File: config.mk
export PLATFORM = sky130hd
export DESIGN_NAME = riscv_fstage_prefetch_flat
export DESIGN_NICKNAME = d
export VERILOG_FILES = /design/src/rtl/riscv_fstage_prefetch_if.sv /design/src/rtl/riscv_fstage_prefetch.sv /design/src/flat_wrapper.sv
export SDC_FILE = /design/constraint.sdc
export NUM_CORES = 1
export LEC_CHECK = 0
export BUFFER_PORTS_ARGS = -buffer_cell sky130_fd_sc_hd__buf_4
export CORE_MARGIN = 5
export CORE_UTILIZATION = 37
export CTS_CLUSTER_SIZE = 30
export DETAILED_ROUTE_END_ITERATION = 12
export SETUP_SLACK_MARGIN = 0.1
export SYNTH_ARGS = -nofsm -noshare
export SYNTH_HDL_FRONTEND = slang
export SYNTH_SLANG_ARGS = --single-unit
export TNS_END_PERCENT = 100
File: constraint.sdc
create_clock -name i_riscv_clk -period 15.7 [get_ports i_riscv_clk]
set_input_delay 0.785 -clock i_riscv_clk [delete_from_list [all_inputs] [get_ports i_riscv_clk]]
set_output_delay 0.785 -clock i_riscv_clk [all_outputs]
set_load 0.1 [all_outputs]
File: src/rtl/riscv_fstage_prefetch_if.sv
// Fetch-stage bundle: decode-side control, instruction-memory port and the decode-facing output.
// "master" is the fetch stage; "slave" is its environment (memory plus decode/execute).
interface riscv_fstage_prefetch_if #(
    parameter int XLEN = 64
);
    logic            stall;
    logic            redirect;
    logic [XLEN-1:0] redirect_pc;
    logic            imem_req;
    logic [XLEN-1:0] imem_addr;
    logic            imem_gnt;
    logic            imem_rvalid;
    logic [31:0]     imem_rdata;
    logic            valid;
    logic [31:0]     instr;
    logic [XLEN-1:0] pc;
    logic [XLEN-1:0] pcplus4;

    modport master (
        input  stall, redirect, redirect_pc, imem_gnt, imem_rvalid, imem_rdata,
        output imem_req, imem_addr, valid, instr, pc, pcplus4
    );

    modport slave (
        output stall, redirect, redirect_pc, imem_gnt, imem_rvalid, imem_rdata,
        input  imem_req, imem_addr, valid, instr, pc, pcplus4
    );
endinterface

File: src/rtl/riscv_fstage_prefetch.sv
// RV64 fetch stage: owns the fetch PC, issues in-order imem requests and buffers responses
// in a small fetch queue whose head is presented to decode.
module riscv_fstage_prefetch #(
    parameter int              XLEN     = 64,
    parameter logic [XLEN-1:0] RESET_PC = {XLEN{1'b0}},
    parameter int              FQ_DEPTH = 2
) (
    input  logic                    i_riscv_clk,
    input  logic                    i_riscv_rst,
    riscv_fstage_prefetch_if.master fs
);
    localparam int              PW      = $clog2(FQ_DEPTH);
    localparam int              CW      = PW + 1;
    localparam logic [CW-1:0]   DEPTH_C = CW'(FQ_DEPTH);
    localparam logic [CW-1:0]   ONE_C   = CW'(1'b1);
    localparam logic [XLEN-1:0] FOUR_C  = XLEN'(3'd4);

    // Pointers carry one wrap bit: alloc = tail-head, outstanding = tail-fill, filled = fill-head.
    logic [XLEN-1:0] npc_r;
    logic [CW-1:0]   head_r, tail_r, fill_r, drop_r;
    logic [XLEN-1:0] pc_q_r    [FQ_DEPTH];
    logic [31:0]     instr_q_r [FQ_DEPTH];
    logic [31:0]     hold_instr_r;
    logic [XLEN-1:0] hold_pc_r, hold_pcplus4_r;

    logic [CW-1:0]   alloc_s, outstanding_s;
    logic            req_s, issue_s, fill_s, pop_s, head_filled_s;
    logic [PW-1:0]   head_idx_s, tail_idx_s, fill_idx_s;

    // Queue occupancy and handshake decode
    always_comb begin
        alloc_s       = tail_r - head_r;
        outstanding_s = tail_r - fill_r;
        head_filled_s = (fill_r != head_r);
        head_idx_s    = head_r[PW-1:0];
        tail_idx_s    = tail_r[PW-1:0];
        fill_idx_s    = fill_r[PW-1:0];
        req_s         = !i_riscv_rst && !fs.redirect && (alloc_s < DEPTH_C);
        issue_s       = req_s && fs.imem_gnt;
        fill_s        = fs.imem_rvalid && (drop_r == {CW{1'b0}}) && (outstanding_s != {CW{1'b0}});
        pop_s         = head_filled_s && !fs.redirect && !fs.stall;
    end

    // Decode-facing outputs: live head entry when filled, otherwise the last values shown
    always_comb begin
        fs.imem_req  = req_s;
        fs.imem_addr = npc_r;
        fs.valid     = head_filled_s && !fs.redirect;
        if (head_filled_s) begin
            fs.instr   = instr_q_r[head_idx_s];
            fs.pc      = pc_q_r[head_idx_s];
            fs.pcplus4 = pc_q_r[head_idx_s] + FOUR_C;
        end else begin
            fs.instr   = hold_instr_r;
            fs.pc      = hold_pc_r;
            fs.pcplus4 = hold_pcplus4_r;
        end
    end

    // Fetch PC, queue pointers and the count of responses still owed to a flushed stream
    always_ff @(posedge i_riscv_clk or posedge i_riscv_rst) begin
        if (i_riscv_rst) begin
            npc_r  <= RESET_PC;
            head_r <= {CW{1'b0}};
            tail_r <= {CW{1'b0}};
            fill_r <= {CW{1'b0}};
            drop_r <= {CW{1'b0}};
        end else if (fs.redirect) begin
            npc_r  <= {fs.redirect_pc[XLEN-1:2], 2'b00};
            head_r <= {CW{1'b0}};
            tail_r <= {CW{1'b0}};
            fill_r <= {CW{1'b0}};
            // A response arriving now is either already owed or is one of the outstanding ones
            drop_r <= drop_r + outstanding_s - {{(CW-1){1'b0}}, fs.imem_rvalid};
        end else begin
            if (issue_s) begin
                npc_r  <= npc_r + FOUR_C;
                tail_r <= tail_r + ONE_C;
            end
            if (fill_s) begin
                fill_r <= fill_r + ONE_C;
            end
            if (pop_s) begin
                head_r <= head_r + ONE_C;
            end
            if (fs.imem_rvalid && (drop_r != {CW{1'b0}})) begin
                drop_r <= drop_r - ONE_C;
            end
        end
    end

    // Queue payload storage; validity is tracked purely by the pointers
    always_ff @(posedge i_riscv_clk) begin
        if (issue_s) begin
            pc_q_r[tail_idx_s] <= npc_r;
        end
        if (fill_s) begin
            instr_q_r[fill_idx_s] <= fs.imem_rdata;
        end
    end

    // Shadow of the most recent head entry so an empty queue keeps showing it
    always_ff @(posedge i_riscv_clk or posedge i_riscv_rst) begin
        if (i_riscv_rst) begin
            hold_instr_r   <= 32'h0000_0000;
            hold_pc_r      <= {XLEN{1'b0}};
            hold_pcplus4_r <= {XLEN{1'b0}};
        end else if (head_filled_s) begin
            hold_instr_r   <= instr_q_r[head_idx_s];
            hold_pc_r      <= pc_q_r[head_idx_s];
            hold_pcplus4_r <= pc_q_r[head_idx_s] + FOUR_C;
        end
    end

    riscv_fstage_prefetch_chk #(.CW(CW)) u_chk (
        .clk         (i_riscv_clk),
        .rst         (i_riscv_rst),
        .rvalid      (fs.imem_rvalid),
        .drop_cnt    (drop_r),
        .outstanding (outstanding_s),
        .alloc       (alloc_s),
        .depth       (DEPTH_C)
    );
endmodule

// Protocol checker for the fetch stage's memory interface and queue bookkeeping.
module riscv_fstage_prefetch_chk #(
    parameter int CW = 2
) (
    input logic          clk,
    input logic          rst,
    input logic          rvalid,
    input logic [CW-1:0] drop_cnt,
    input logic [CW-1:0] outstanding,
    input logic [CW-1:0] alloc,
    input logic [CW-1:0] depth
);
    a_rvalid_requested: assert property (@(posedge clk) disable iff (rst)
        rvalid |-> ((drop_cnt != {CW{1'b0}}) || (outstanding != {CW{1'b0}})));
    a_alloc_bounded: assert property (@(posedge clk) disable iff (rst) alloc <= depth);
endmodule

File: src/flat_wrapper.sv
// flat-port wrapper written by rule: the top's interface ports become plain ports
module riscv_fstage_prefetch_flat 
#(
    parameter int              XLEN     = 64,
    parameter logic [XLEN-1:0] RESET_PC = {XLEN{1'b0}},
    parameter int              FQ_DEPTH = 2
)
  (i_riscv_clk, i_riscv_rst, fs_stall, fs_redirect, fs_redirect_pc, fs_imem_gnt, fs_imem_rvalid, fs_imem_rdata, fs_imem_req, fs_imem_addr, fs_valid, fs_instr, fs_pc, fs_pcplus4);
  riscv_fstage_prefetch_if #(.XLEN(XLEN)) fs_i ();
  input  logic i_riscv_clk;
  input  logic i_riscv_rst;
  input wire logic [$bits(fs_i.stall)-1:0] fs_stall;
  input wire logic [$bits(fs_i.redirect)-1:0] fs_redirect;
  input wire logic [$bits(fs_i.redirect_pc)-1:0] fs_redirect_pc;
  input wire logic [$bits(fs_i.imem_gnt)-1:0] fs_imem_gnt;
  input wire logic [$bits(fs_i.imem_rvalid)-1:0] fs_imem_rvalid;
  input wire logic [$bits(fs_i.imem_rdata)-1:0] fs_imem_rdata;
  output wire logic [$bits(fs_i.imem_req)-1:0] fs_imem_req;
  output wire logic [$bits(fs_i.imem_addr)-1:0] fs_imem_addr;
  output wire logic [$bits(fs_i.valid)-1:0] fs_valid;
  output wire logic [$bits(fs_i.instr)-1:0] fs_instr;
  output wire logic [$bits(fs_i.pc)-1:0] fs_pc;
  output wire logic [$bits(fs_i.pcplus4)-1:0] fs_pcplus4;
  assign fs_i.stall = fs_stall;
  assign fs_i.redirect = fs_redirect;
  assign fs_i.redirect_pc = fs_redirect_pc;
  assign fs_i.imem_gnt = fs_imem_gnt;
  assign fs_i.imem_rvalid = fs_imem_rvalid;
  assign fs_i.imem_rdata = fs_imem_rdata;
  assign fs_imem_req = fs_i.imem_req;
  assign fs_imem_addr = fs_i.imem_addr;
  assign fs_valid = fs_i.valid;
  assign fs_instr = fs_i.instr;
  assign fs_pc = fs_i.pc;
  assign fs_pcplus4 = fs_i.pcplus4;
  riscv_fstage_prefetch #(.XLEN(XLEN), .RESET_PC(RESET_PC), .FQ_DEPTH(FQ_DEPTH)) u_core (.i_riscv_clk(i_riscv_clk), .i_riscv_rst(i_riscv_rst), .fs(fs_i));
endmodule
==> out/qor.yml <==
viasPerCell: 5.15
mostFrequentLayoutCells: "buf_4 (334), dfrtp_1 (229), edfxtp_1 (188), nand2_1 (178), nor2_1 (141)"
worstPathMaxFanout: 69
drc: 0
fin_nets: 1994
crit_chain: "buf_4, buf_4, nand4_1, o22ai_1, nand4_1, nor4_2, a21oi_1, o31ai_1, buf_4"
synthArstFlopShare_pct: 55.0
htreeDepth: 2
ioPinCount: 328
place_worst_setup_slack_ns: 9.37
hold_path.class: "in2async"
cts_buffers: 46
timing.final.crit_share_pct: 43.9
grt_max_degree: 151
fin_cells: 2588
ant_nets: 0
start_util_pct: 37.5
grt.total_usage_pct: 19.4
cts_root_buf: "clkbuf_16"
drt-wirelength-per-cell_um: 20.8
slowest_delay_ns: 0.91
r2r_end: "u_core.hold_pcplus4_r[49]"
cp.required_ns: 14.91
worst_pin_slew_ns: 1.01
hold_buffers: 0
dp_hpwl_um: 39400
status: "finished, final reports clean"
worstSkewPairLatency_ns: 0.59
final.setup.tns_ns: 0
antenna_found_initial: 0
port_buffers: 323
final_core_util_pct: 46.8
dp_cells: 2502
slew_headroom_pct: 32.2
first_pass_iters: 5
cts_tree: "yes"
cts_resized: 0
synthToLayoutAreaGrowth_pct: 25.0
ys.flop_type: "dfrtp_1"
grt_pass1_vias: 13121
synth_edf_count: 188
crit_type: "reg2out"
min_period_ns: 6.90
die_y_um: 233
cts_setup_buffers: 0
fin_ws_ns: 8.80
cp_common_cell: "buf_4"
grt.overflow.total: 0
rrSetupSlack_ns: 10.37
ys_warn_count: 0
startpoint: "u_core.head_r[0]"
crit_arrival_ns: 6.11
critPathLaunchType: "flip-flop"
path_clk_slew_ns: 0.06
hold_viol: 0
die_x_um: 233
synth.avg_cell_area_um2: 11.6
fillers: 4504
end_kind: "output port"
r2r_cells: 8
setup_viol: 0
ys_seq_area_share_pct: 62.1
yosysUniqueCellTypes: 61
cts_sinks: 418
final_common_cell: "buf_4"
grt_pass1_wl_um: 81400
row_count: 81
wl_um: 53900
layout-drive-gt1-share_pct: 23.2
insertedDiodeCount: 0
globalplace.congestion: 0.840
fin_skew_ns: 0.0260
ys_seq_elements: 418
finalMaxSlewViolations: 0
clockBufferDepth: 3
drt_iter0_drc: 1060
cap_viol_max_count: 0
critPathSlowestCell: "dfrtp_4"
dieArea_um2: 54100
syn_inst: 1586
core_area_um2: 49000
synth.cell_area_um2: 18300
routed-via-count: 13333
grt_setup_unrepaired: "no"
timing.fmax_mhz: 145
r2r_start: "u_core.head_r[0]"
flip-flops by register name (all words and copies together), names as in the netlist:
signal and cells:
u_core.drop_r 2, u_core.fill_r 2, u_core.fs.imem_addr 62, u_core.head_r 2
u_core.hold_instr_r 32, u_core.hold_pc_r 64, u_core.hold_pcplus4_r 64, u_core.instr_q_r 64
u_core.pc_q_r 124, u_core.tail_r 2
layout make-up:
cell class / count / area, um^2 / area share, %
tap: 664 / 831 / 3.62
clock inverter: 22 / 233 / 1.01
clock buffer: 64 / 1320 / 5.75
inverter: 18 / 75.1 / 0.327
multi-input combinational: 1067 / 6540 / 28.5
timing repair buffer: 335 / 2530 / 11.0
sequential: 418 / 11400 / 49.7
how the worst max path moves through the flow:
stage	end
global route	fs_pcplus4[48]
CTS	fs_pcplus4[48]
floorplan	u_core.pc_q_r[1][10]
finish	fs_pcplus4[48]
detailed placement	fs_pcplus4[48]
global placement	fs_pcplus4[49]
cells by family after synthesis:
group	Yosys count	share of synthesized area, %
muxes	101	5.61
xor gates and xnor gates	115	5.49
buffers and inverters	102	2.39
AOI/OAI and AO/OA	264	8.25
and+or+nand+nor	579	15.7
DFF	418	62.1
adders and majority gates	6	0.409
other	1	0.0204
worst max-delay path: cells and delay by family (launching register included):
kind                   cells  cell delay, ns
buffers and inverters      3            1.83
and+or+nand+nor            3            1.56
AOI/OAI and AO/OA          3            1.14
DFF                        1            0.91
cell usage after synthesis (all sizes together) (40+ instances only):
master	count	share of area, %
nand4	45	1.6
xor2	40	1.9
mux2i	87	4.7
nand3	60	1.7
nand2	179	3.7
xnor2	75	3.6
edfxtp	188	31
nor2	143	2.9
clkbuf	59	1.2
dfrtp	230	31
o21ai	102	2.8
a21oi	95	2.6
per-stage QoR:
| step | hold WS (ns) | cell area (um^2) |
|---|---|---|
| after detailed placement | 0.457 | 21400 |
| after global placement | 0.453 | 21400 |
| final | 0.267 | 22900 |
| after CTS | 0.268 | 22900 |
| after global routing | 0.302 | 22900 |
| after floorplan | 0.516 | 18400 |
layer usage:
layer	part of all wire, %	track usage [%]	wire length, um	vias to the layer above
li1	-	-	-	6334
met1	48	29.4	25600	6504
met2	44	28.9	23800	420
met3	6.0	3.20	3230	75
met4	2.2	5.56	1210	0
met5	0	0	0	-
Power is not shown: default switching activity piles up to over one toggle a cycle in this logic, so the estimate is an artifact.
